<file path="src/rtl/panel_init_pkg.sv">
// Shared opcodes, entry field positions and FSM encoding for the panel init sequencer.
package panel_init_pkg;

   localparam logic [1:0] OP_CMD   = 2'd0;
   localparam logic [1:0] OP_DELAY = 2'd1;
   localparam logic [1:0] OP_END   = 2'd2;
   localparam logic [1:0] OP_RSVD  = 2'd3;

   // Entry layout: {op[15:14], arg[13:0]}; CMD arg = {nparam[13:8], dcs[7:0]}
   localparam int OP_MSB   = 15;
   localparam int OP_LSB   = 14;
   localparam int ARG_MSB  = 13;
   localparam int ARG_LSB  = 0;
   localparam int NPAR_MSB = 13;
   localparam int NPAR_LSB = 8;
   localparam int DCS_MSB  = 7;
   localparam int DCS_LSB  = 0;

   typedef enum logic [3:0] {
      S_IDLE,
      S_FETCH,
      S_DECODE,
      S_SEND_CMD,
      S_PFETCH,
      S_SEND_PARAM,
      S_WAIT,
      S_DONE,
      S_ERR
   } state_t;

endpackage

</file>
<file path="src/rtl/init_delay_timer.sv">
// Two-level delay timer: a unit counter of DELAY_UNIT cycles nested under a tick counter.
// o_expired pulses on the last cycle of an arg*DELAY_UNIT cycle wait started by i_load.
module init_delay_timer #(
   parameter int DELAY_UNIT = 1000,
   parameter int DELAY_W    = 14
) (
   input  logic               clk,
   input  logic               rst_n,
   input  logic               i_load,
   input  logic [DELAY_W-1:0] i_arg,
   output logic               o_expired
);

   localparam int UNIT_W = (DELAY_UNIT > 1) ? $clog2(DELAY_UNIT) : 1;
   localparam logic [UNIT_W-1:0] UNIT_LAST = UNIT_W'(DELAY_UNIT - 1);

   logic [UNIT_W-1:0]  r_unit;
   logic [DELAY_W-1:0] r_ticks;
   logic               r_active;
   logic               w_unit_wrap;

   assign w_unit_wrap = (r_unit == UNIT_LAST);
   assign o_expired   = r_active && w_unit_wrap && (r_ticks == DELAY_W'(1));

   always_ff @(posedge clk or negedge rst_n) begin
      if (!rst_n) begin
         r_unit   <= '0;
         r_ticks  <= '0;
         r_active <= 1'b0;
      end else if (i_load) begin
         r_unit   <= '0;
         r_ticks  <= i_arg;
         r_active <= (i_arg != '0);
      end else if (r_active) begin
         if (w_unit_wrap) begin
            r_unit  <= '0;
            r_ticks <= r_ticks - DELAY_W'(1);
            if (r_ticks == DELAY_W'(1))
               r_active <= 1'b0;
         end else begin
            r_unit <= r_unit + UNIT_W'(1);
         end
      end
   end

endmodule

</file>
<file path="src/rtl/panel_init_sequencer.sv">
// Walks the panel init command table in RAM and streams DCS command packets to the DSI TX path.
// Optional XOR checksum of transferred bytes: define PANEL_INIT_SEQ_CHECKSUM_EN.
module panel_init_sequencer
   import panel_init_pkg::*;
#(
   parameter int ADDR_WIDTH = 9,
   parameter int RD_LATENCY = 1,
   parameter int DELAY_UNIT = 1000,
   parameter int DELAY_W    = 14
) (
   input  logic                  clk,
   input  logic                  rst_n,
   input  logic                  start,
   output logic [ADDR_WIDTH-1:0] ram_addr,
   input  logic [15:0]           ram_rdata,
   output logic                  tx_valid,
   input  logic                  tx_ready,
   output logic [7:0]            tx_data,
   output logic                  tx_first,
   output logic                  tx_last,
   output logic                  busy,
   output logic                  done,
   output logic                  error
`ifdef PANEL_INIT_SEQ_CHECKSUM_EN
   ,
   output logic [7:0]            seq_checksum
`endif
);

   localparam logic [ADDR_WIDTH-1:0] LAST_ADDR = '1;

   state_t                r_state, w_next;
   logic [ADDR_WIDTH-1:0] r_addr;
   logic [1:0]            r_lat;
   logic [7:0]            r_cmd;
   logic [5:0]            r_pcnt;
   logic                  r_done, r_error;
   logic                  w_lat_done, w_xfer, w_at_end, w_addr_inc;
   logic                  w_timer_load, w_timer_expired;
   logic [1:0]            w_op;
   logic [DELAY_W-1:0]    w_arg;

   assign w_op       = ram_rdata[OP_MSB:OP_LSB];
   assign w_arg      = DELAY_W'(ram_rdata[ARG_MSB:ARG_LSB]);
   assign w_lat_done = (r_lat == 2'(RD_LATENCY - 1));
   assign w_xfer     = tx_valid && tx_ready;
   assign w_at_end   = (r_addr == LAST_ADDR);

   init_delay_timer #(
      .DELAY_UNIT (DELAY_UNIT),
      .DELAY_W    (DELAY_W)
   ) u_delay (
      .clk       (clk),
      .rst_n     (rst_n),
      .i_load    (w_timer_load),
      .i_arg     (w_arg),
      .o_expired (w_timer_expired)
   );

   // Every "advance to next entry" goes through the overrun check: no address wrap.
   always_comb begin
      w_next       = r_state;
      w_addr_inc   = 1'b0;
      w_timer_load = 1'b0;
      case (r_state)
         S_IDLE:   if (start) w_next = S_FETCH;
         S_FETCH:  if (w_lat_done) w_next = S_DECODE;
         S_DECODE: begin
            case (w_op)
               OP_CMD:   w_next = S_SEND_CMD;
               OP_DELAY: begin
                  if (w_arg != '0) begin
                     w_next       = S_WAIT;
                     w_timer_load = 1'b1;
                  end else if (w_at_end) begin
                     w_next = S_ERR;
                  end else begin
                     w_next     = S_FETCH;
                     w_addr_inc = 1'b1;
                  end
               end
               OP_END:   w_next = S_DONE;
               OP_RSVD:  w_next = S_ERR;
               default:  w_next = S_ERR;
            endcase
         end
         S_SEND_CMD: begin
            if (w_xfer) begin
               if (w_at_end) begin
                  w_next = S_ERR;
               end else begin
                  w_next     = (r_pcnt == 6'd0) ? S_FETCH : S_PFETCH;
                  w_addr_inc = 1'b1;
               end
            end
         end
         S_PFETCH: if (w_lat_done) w_next = S_SEND_PARAM;
         S_SEND_PARAM: begin
            if (w_xfer) begin
               if (w_at_end) begin
                  w_next = S_ERR;
               end else begin
                  w_next     = (r_pcnt == 6'd1) ? S_FETCH : S_PFETCH;
                  w_addr_inc = 1'b1;
               end
            end
         end
         S_WAIT: begin
            if (w_timer_expired) begin
               if (w_at_end) begin
                  w_next = S_ERR;
               end else begin
                  w_next     = S_FETCH;
                  w_addr_inc = 1'b1;
               end
            end
         end
         S_DONE:  w_next = S_IDLE;
         S_ERR:   w_next = S_IDLE;
         default: w_next = S_IDLE;
      endcase
   end

   always_ff @(posedge clk or negedge rst_n) begin
      if (!rst_n) begin
         r_state <= S_IDLE;
         r_addr  <= '0;
         r_lat   <= '0;
         r_done  <= 1'b0;
         r_error <= 1'b0;
      end else begin
         r_state <= w_next;
         if (r_state == S_IDLE && start)
            r_addr <= '0;
         else if (w_addr_inc)
            r_addr <= r_addr + ADDR_WIDTH'(1);
         if ((r_state == S_FETCH || r_state == S_PFETCH) && !w_lat_done)
            r_lat <= r_lat + 2'd1;
         else
            r_lat <= '0;
         if (r_state == S_IDLE && start) begin
            r_done  <= 1'b0;
            r_error <= 1'b0;
         end else if (w_next == S_DONE) begin
            r_done <= 1'b1;
         end else if (w_next == S_ERR) begin
            r_error <= 1'b1;
         end
      end
   end

   // Command byte and remaining parameter count, captured at decode
   always_ff @(posedge clk) begin
      if (r_state == S_DECODE) begin
         r_cmd  <= ram_rdata[DCS_MSB:DCS_LSB];
         r_pcnt <= ram_rdata[NPAR_MSB:NPAR_LSB];
      end else if (r_state == S_SEND_PARAM && w_xfer) begin
         r_pcnt <= r_pcnt - 6'd1;
      end
   end

   // Parameter bytes come straight from the RAM port; the address is held until the
   // byte transfers, so the read data stays stable through a stall.
   always_comb begin
      tx_data = 8'h00;
      case (r_state)
         S_SEND_CMD:   tx_data = r_cmd;
         S_SEND_PARAM: tx_data = ram_rdata[DCS_MSB:DCS_LSB];
         default:      tx_data = 8'h00;
      endcase
   end

   assign tx_valid = (r_state == S_SEND_CMD) || (r_state == S_SEND_PARAM);
   assign tx_first = (r_state == S_SEND_CMD);
   assign tx_last  = ((r_state == S_SEND_CMD) && (r_pcnt == 6'd0)) ||
                     ((r_state == S_SEND_PARAM) && (r_pcnt == 6'd1));
   assign busy     = (r_state != S_IDLE);
   assign done     = r_done;
   assign error    = r_error;
   assign ram_addr = r_addr;

`ifdef PANEL_INIT_SEQ_CHECKSUM_EN
   logic [7:0] r_csum;

   // No transfers occur between done/error and the next start, so the value freezes there.
   always_ff @(posedge clk or negedge rst_n) begin
      if (!rst_n)
         r_csum <= 8'h00;
      else if (r_state == S_IDLE && start)
         r_csum <= 8'h00;
      else if (w_xfer)
         r_csum <= r_csum ^ tx_data;
   end

   assign seq_checksum = r_csum;
`endif

endmodule

</file>
<file path="config.mk">
export PLATFORM = sky130hd
export DESIGN_NAME = panel_init_sequencer
export DESIGN_NICKNAME = d
export VERILOG_FILES = /design/src/rtl/panel_init_pkg.sv /design/src/rtl/init_delay_timer.sv /design/src/rtl/panel_init_sequencer.sv
export SDC_FILE = /design/constraint.sdc
export NUM_CORES = 1
export LEC_CHECK = 0
export BUFFER_PORTS_ARGS = -buffer_cell sky130_fd_sc_hd__buf_4
export CAP_MARGIN = 30
export CORE_UTILIZATION = 41
export DETAILED_ROUTE_END_ITERATION = 10
export PLACE_DENSITY_LB_ADDON = 0.3
export SYNTH_ARGS = -nofsm -noshare
export SYNTH_HDL_FRONTEND = slang
export SYNTH_SLANG_ARGS = --single-unit
export TNS_END_PERCENT = 10
</file>
<file path="constraint.sdc">
create_clock -name clk -period 3.75 [get_ports clk]
set_clock_uncertainty 0.2 [all_clocks]
set_input_delay 0.375 -clock clk [delete_from_list [all_inputs] [get_ports clk]]
set_output_delay 0.375 -clock clk [all_outputs]
set_load 0.02 [all_outputs]
</file>
* Word-level counts from Yosys, hierarchy flattened
Index checks and enable logic that the tools add are counted.
Word-level totals: register bits 56, bits of input ports 20, output and inout bits 23
Cells by class: add/sub/neg operators 5, eq/ne operators 16, muxes and demuxes 44, reductions and logical operators 27
Operators with widths (number):
- 14-bit 2-to-1 mux | 3
- 4-bit 2-to-1 mux | 10
- 10-bit 2-to-1 mux | 3
- 4-bit one-hot mux with 7 select lines | 1
- 9-bit 2-to-1 mux | 2
- 1-bit 2-to-1 mux | 17
- 4-bit by 3-bit equality test with 1-bit output, second input constant | 4
- 4-bit one-hot mux with 4 select lines | 1
- 8-bit one-hot mux with 2 select lines | 1
- 14-bit by 1-bit equality test with 1-bit output, second input constant | 1
- 14-bit nonzero test | 1
- 14-bit by 1-bit subtractor with 14-bit output, second input constant | 1
- 6-bit 2-to-1 mux | 2
- 2-bit nonzero test | 6
- 10-bit by 1-bit adder with 10-bit output, second input constant | 1
- 10-bit equality test, second input constant | 1
- 9-bit by 1-bit adder with 9-bit output, second input constant | 1
- 9-bit equality test, second input constant | 1
- 4-bit by 2-bit equality test with 1-bit output, second input constant | 2
- 1-bit logical AND | 8
- 6-bit by 1-bit equality test with 1-bit output, second input constant | 1
- 6-bit zero test | 1
- 3-bit 2-to-1 mux | 2
- 6-bit by 1-bit subtractor with 6-bit output, second input constant | 1
- 15 further kinds | 20

* Depth between registers and ports, before layout
depth in word-level cells 9, mapped depth 8, depth with buffers taken out 8

* Hierarchy
From an unflattened synthesis, not the netlist that was laid out.
Unflattened totals: cells, all modules 346, area total of the unflattened synthesis 3284.4 um^2
Modules (own cells, without submodules):
- panel_init_sequencer | times used 1, cells an instance 180, area an instance 1791.7 um^2, sequential area each 845.8 um^2
- init_delay_timer | times used 1, cells an instance 166, area an instance 1492.7 um^2, sequential area each 625.6 um^2

* Worst setup path after synthesis
Ideal clock, no wire load.
path kind register to register, start point register r_addr[0] (netlist: ram_addr[0]), end point register r_addr[4] (netlist: ram_addr[4]), arrival time 2.096 ns, required time 3.470 ns, setup slack 1.374 ns, stages on the path, launching flop included 9, cells stage by stage dfrtp_1 > ha_1 > nand3_1 > nor2_1 > ha_1 > or4_4 > buf_6 > a21oi_1 > mux2i_1
On the way: cells in the longest elaborated chain, start to end 6
Ends and longest elaborated chain:
- start: declaration | line panel_init_sequencer.sv:33 | logic [ADDR_WIDTH-1:0] r_addr;
- start signal: assignment | line panel_init_sequencer.sv:136 | r_addr <= r_addr + ADDR_WIDTH'(1);
- 9-bit equality test | line panel_init_sequencer.sv:47 | assign w_at_end = (r_addr == LAST_ADDR);
- 1-bit 2-to-1 mux
- 1-bit 2-to-1 mux | line panel_init_sequencer.sv:72 | if (w_arg != '0) begin
- 1-bit 2-to-1 mux | line panel_init_sequencer.sv:69 | case (w_op)
- 1-bit one-hot mux with 3 select lines | line panel_init_sequencer.sv:65 | case (r_state)
- 2-bit nonzero test (no source line)
Parallel ways exist; a longest one is shown, timed or not. The select of a mux whose other input is x is not followed. A chain may end at the register's enable or synchronous reset.

* Worst setup path after layout
start point register r_state[2], end point output port tx_data[2]
On the way: cells in the longest elaborated chain, start to end 2
Ends and longest elaborated chain:
- start: declaration | line panel_init_sequencer.sv:32 | state_t r_state, w_next;
- start signal: assignment | line panel_init_sequencer.sv:132 | r_state <= w_next;
- 4-bit by 3-bit equality test with 1-bit output or 4-bit by 2-bit equality test with 1-bit output (tied branches) | line panel_init_sequencer.sv:166 | case (r_state)
- 8-bit one-hot mux with 2 select lines * | line panel_init_sequencer.sv:166
- end: declaration | line panel_init_sequencer.sv:18 | output logic [7:0] tx_data,
Mark *: on every way between the ends. The rest lies on a longest branch, timed or not.

==> results by group <==
Clocking
  – CTS tree: built
  – Hold Buf Count CTS: 1
  – Post-CTS Setup Bufs: 0
  – H-tree depth: 2
  – CTS Sinks: 56
  – Cts repair resizes: 0
  – CTS root buf: clkbuf_8
  – Clock latency on the worst-skew pair: 310 ps
  – Cts bufs inserted: 5
  – Worst-case clock buffer depth: 2
  – Worst-path clk slew: 100 ps

Final layout
  – P&R area growth vs syn: 16.09%
  – Layout cells sized above 1: 0.1774
  – Layout Nets: 400
  – Diode count: 0
  – Fillers: 686
  – Finished Core Util: 0.5019

Setup path
  – Crit-path max cell delay: 740 ps
  – Most frequent CP cell: buf_4
  – CP max FO: 12
  – CP startpoint kind: register
  – Worst path required time: 3170 ps
  – Arr. time, crit path: 2210 ps
  – Reg2Reg Depth: 8
  – Critical path cell sequence: nor4bb_2 > buf_4 > a22o_1 > buf_4
  – Cell family with most CP delay: simple AND/OR/NAND/NOR gates
  – Slowest-stage cell, CP: nor4bb_2
  – Crit. End Element: output pin
  – Worst Setup Path Type: reg2out
  – Worst Path Buf+Inv: 2
  – R2r startpoint: ram_addr[0]$_DFFE_PN0P_
  – FF-to-FF End: ram_addr[7]$_DFFE_PN0P_
  – R2R Setup Slk: 1150 ps

Timing
  – Minimum clock period: 2783 ps
  – Period utilisation layout: 0.7421
  – Final Hold Viols: 0
  – RSZ-0062 raised after global routing: false
  – FMAX: 359.4 MHz
  – Final setup TNS: 0 ps
  – Rel. slew slack: 0.4906
  – Final max-slew violation count: 0
  – Worst-Margin Slew: 753.3 ps
  – Final setup fails: 0
  – Slack of the critical path: 967.2 ps

Die
  – Die area: 0.008169 mm^2
  – Starting density of the core: 0.4324
  – Die Y-Extent: 90.39 um
  – I/O pin cnt: 43
  – Die W: 90.39 um
  – Row Count: 31
  – Core area: 0.007408 mm^2

Route
  – DRT Pass-1 Iters: 4
  – 1st-iter DRT viols: 177
  – DRC errors left: 0
  – Vias/cell: 5.495
  – Via count: 2588
  – Wire per inst: 14.89 um
  – Routed Antenna Nets: 0
  – Post-Route WL: 7.013 mm

Yosys
  – Mapped Avg Cell Area: 9.561 um^2
  – Most common cell in the synthesized netlist: dfrtp_1
  – Sequential cell area fraction in the yosys report: 0.4594
  – Largest cells by area after synthesis: dfrtp_1, edfxtp_1, nand2_1, xnor2_1, o21ai_0
  – Cell variety after synth: 51
  – Post-synthesis register bit count: 56
  – Most frequent cells after synthesis: dfrtp_1, nand2_1, o21ai_0
  – Synth warn: 0
  – Post-Synthesis Cells: 335
  – Post-synthesis cell area: 0.003203 mm^2
  – Post-Syn Nets: 364
  – Synth async-reset ratio: 0.7500
  – EDFF count, synth: 14
  – Area leader, netlist: dfrtp_1
  – Top FF cell, synth: dfrtp_1
  – Synth top area share: 0.3281

Power
  – Pint: 1.476 mW
  – Leakage: 1.555 nW
  – Power, Total: 2.400 mW
  – Sequential group share of total power: 0.453
  – VDD IR max: 0.2886 mV
  – Sw Share: 0.3851
  – Net Sw Power: 0.9240 mW
  – Power share of the combinational group: 0.380
  – PD cells: 645.3 mW/mm^2
  – Clk pwr share: 0.166

Hold path
  – Hold-critical path endpoint: r_cmd[5]$_DFFE_PP_
  – Worst hold start: ram_rdata[5]
  – Hold WC Path Type: in2reg
  – Worst Hold Path Cells: 1

Place
  – Post-DP HPWL: 5.046 mm
  – I/O Buffers: 42
  – GPL Wtd Cong: 0.8272
  – Dpl ws: 1175 ps

GRT
  – Tot GR Track Use: 0.1791
  – First-pass GRT wire length: 11.91 mm
  – Pin count of the biggest net entering global routing: 43
  – Grt total ovfl: 0
  – Initial antenna violation count: 0
  – Vias in the first global route: 2423

Flow run
  – Max-Cap Viols: 0

Outcome
  – Status: complete, no violations
## stage by stage
stage | cell area, um^2 | hold WS, ps | instances
5_1_grt | 3719 | 51.47 | 471
3_3_place_gp | 3597 | 203.9 | 462
2_1_floorplan | 3203 | -120.6 | 335
6_report | 3719 | 66.95 | 471
3_5_place_dp | 3597 | 203.4 | 462
4_1_cts | 3719 | 57.90 | 471
## sequential cells by signal, indices dropped and copies added, names as in the netlist
name	flops
ram_addr	9
r_pcnt	6
r_lat	2
done	1
r_cmd	8
u_delay.r_active	1
r_state	4
u_delay.r_ticks	14
error	1
u_delay.r_unit	10
## cell type report
cell class | count | area, um^2 | area share
multi-input combinational | 249 | 1612 | 0.4334
sequential | 56 | 1471 | 0.3957
timing repair buffer | 47 | 355.3 | 0.09556
tap | 99 | 123.9 | 0.03331
clock buffer | 5 | 68.82 | 0.01851
inverter | 12 | 45.04 | 0.01211
clock inverter | 3 | 42.54 | 0.01144
## placed cells by master (no fill, tap or decap), types with 4 or more instances in the layout
cell      synthesis  final
xor2_1            7      7
o211ai_1          5      5
nand3_1          15     15
nor2_1           23     22
inv_1            11     11
ha_1              9      9
xnor2_1          16     16
buf_4             0     46
and3_1            7      7
clkbuf_8          0      5
nor3_1           10     10
a21oi_1          15     15
nand2b_1          6      6
nand4_1           6      6
o21ai_0          25     25
or3_1             4      4
nor4_1           11     11
a22o_1            8      8
dfrtp_1          42     42
edfxtp_1         14     14
mux2i_1           8      8
nand2_1          40     40
## layer usage
layer	up-vias	share of wire	global-route usage
met1	1234	0.48	0.2535
li1	1280	-	-
met2	66	0.46	0.2856
met4	0	0.014	0.04839
met5	-	0	0
met3	8	0.044	0.02694
## worst max path at each step
stage	cells past startpoint	from	end
detailed placement	8	ram_addr[0]$_DFFE_PN0P_	ram_addr[7]$_DFFE_PN0P_
global placement	5	r_state[2]$_DFF_PN0_	ram_addr[2]$_DFFE_PN0P_
CTS	4	r_state[2]$_DFF_PN0_	tx_data[2]
global route	4	r_state[2]$_DFF_PN0_	tx_last
floorplan	8	ram_addr[0]$_DFFE_PN0P_	ram_addr[4]$_DFFE_PN0P_
finish	4	r_state[2]$_DFF_PN0_	tx_data[2]
## cell families (layout without fill, tap and decap cells)
| kind of cell | count (synthesis) | count (layout) | synth area share |
|---|---|---|---|
| AOI/OAI and AO/OA | 66 | 66 | 0.1301 |
| xor gates and xnor gates | 23 | 23 | 0.06289 |
| adders and majority gates | 9 | 9 | 0.03516 |
| buffers and inverters | 30 | 67 | 0.04023 |
| DFF | 56 | 56 | 0.4594 |
| muxes | 10 | 10 | 0.03203 |
| and+or+nand+nor | 141 | 141 | 0.2402 |
## power groups by stage
stage                     Combinational (mW)  Sequential (mW)  Clock (mW)
final                                  0.913             1.09       0.399
after global routing                    1.02             1.12       0.436
after CTS                              0.919             1.08       0.407
after detailed placement               0.907             1.10           0
after global placement                 0.898             1.09           0
after floorplan                        0.682             1.04           0
## worst reg2reg max path: stages, from the launching register on
cell     delay (ps)
dfrtp_1         420
ha_1            220
nand3_1         110
nor2_1          120
ha_1            280
inv_1           140
a32oi_1         640
a21o_1          220
mux2i_1         170
Power figures use the tool's default switching activity.
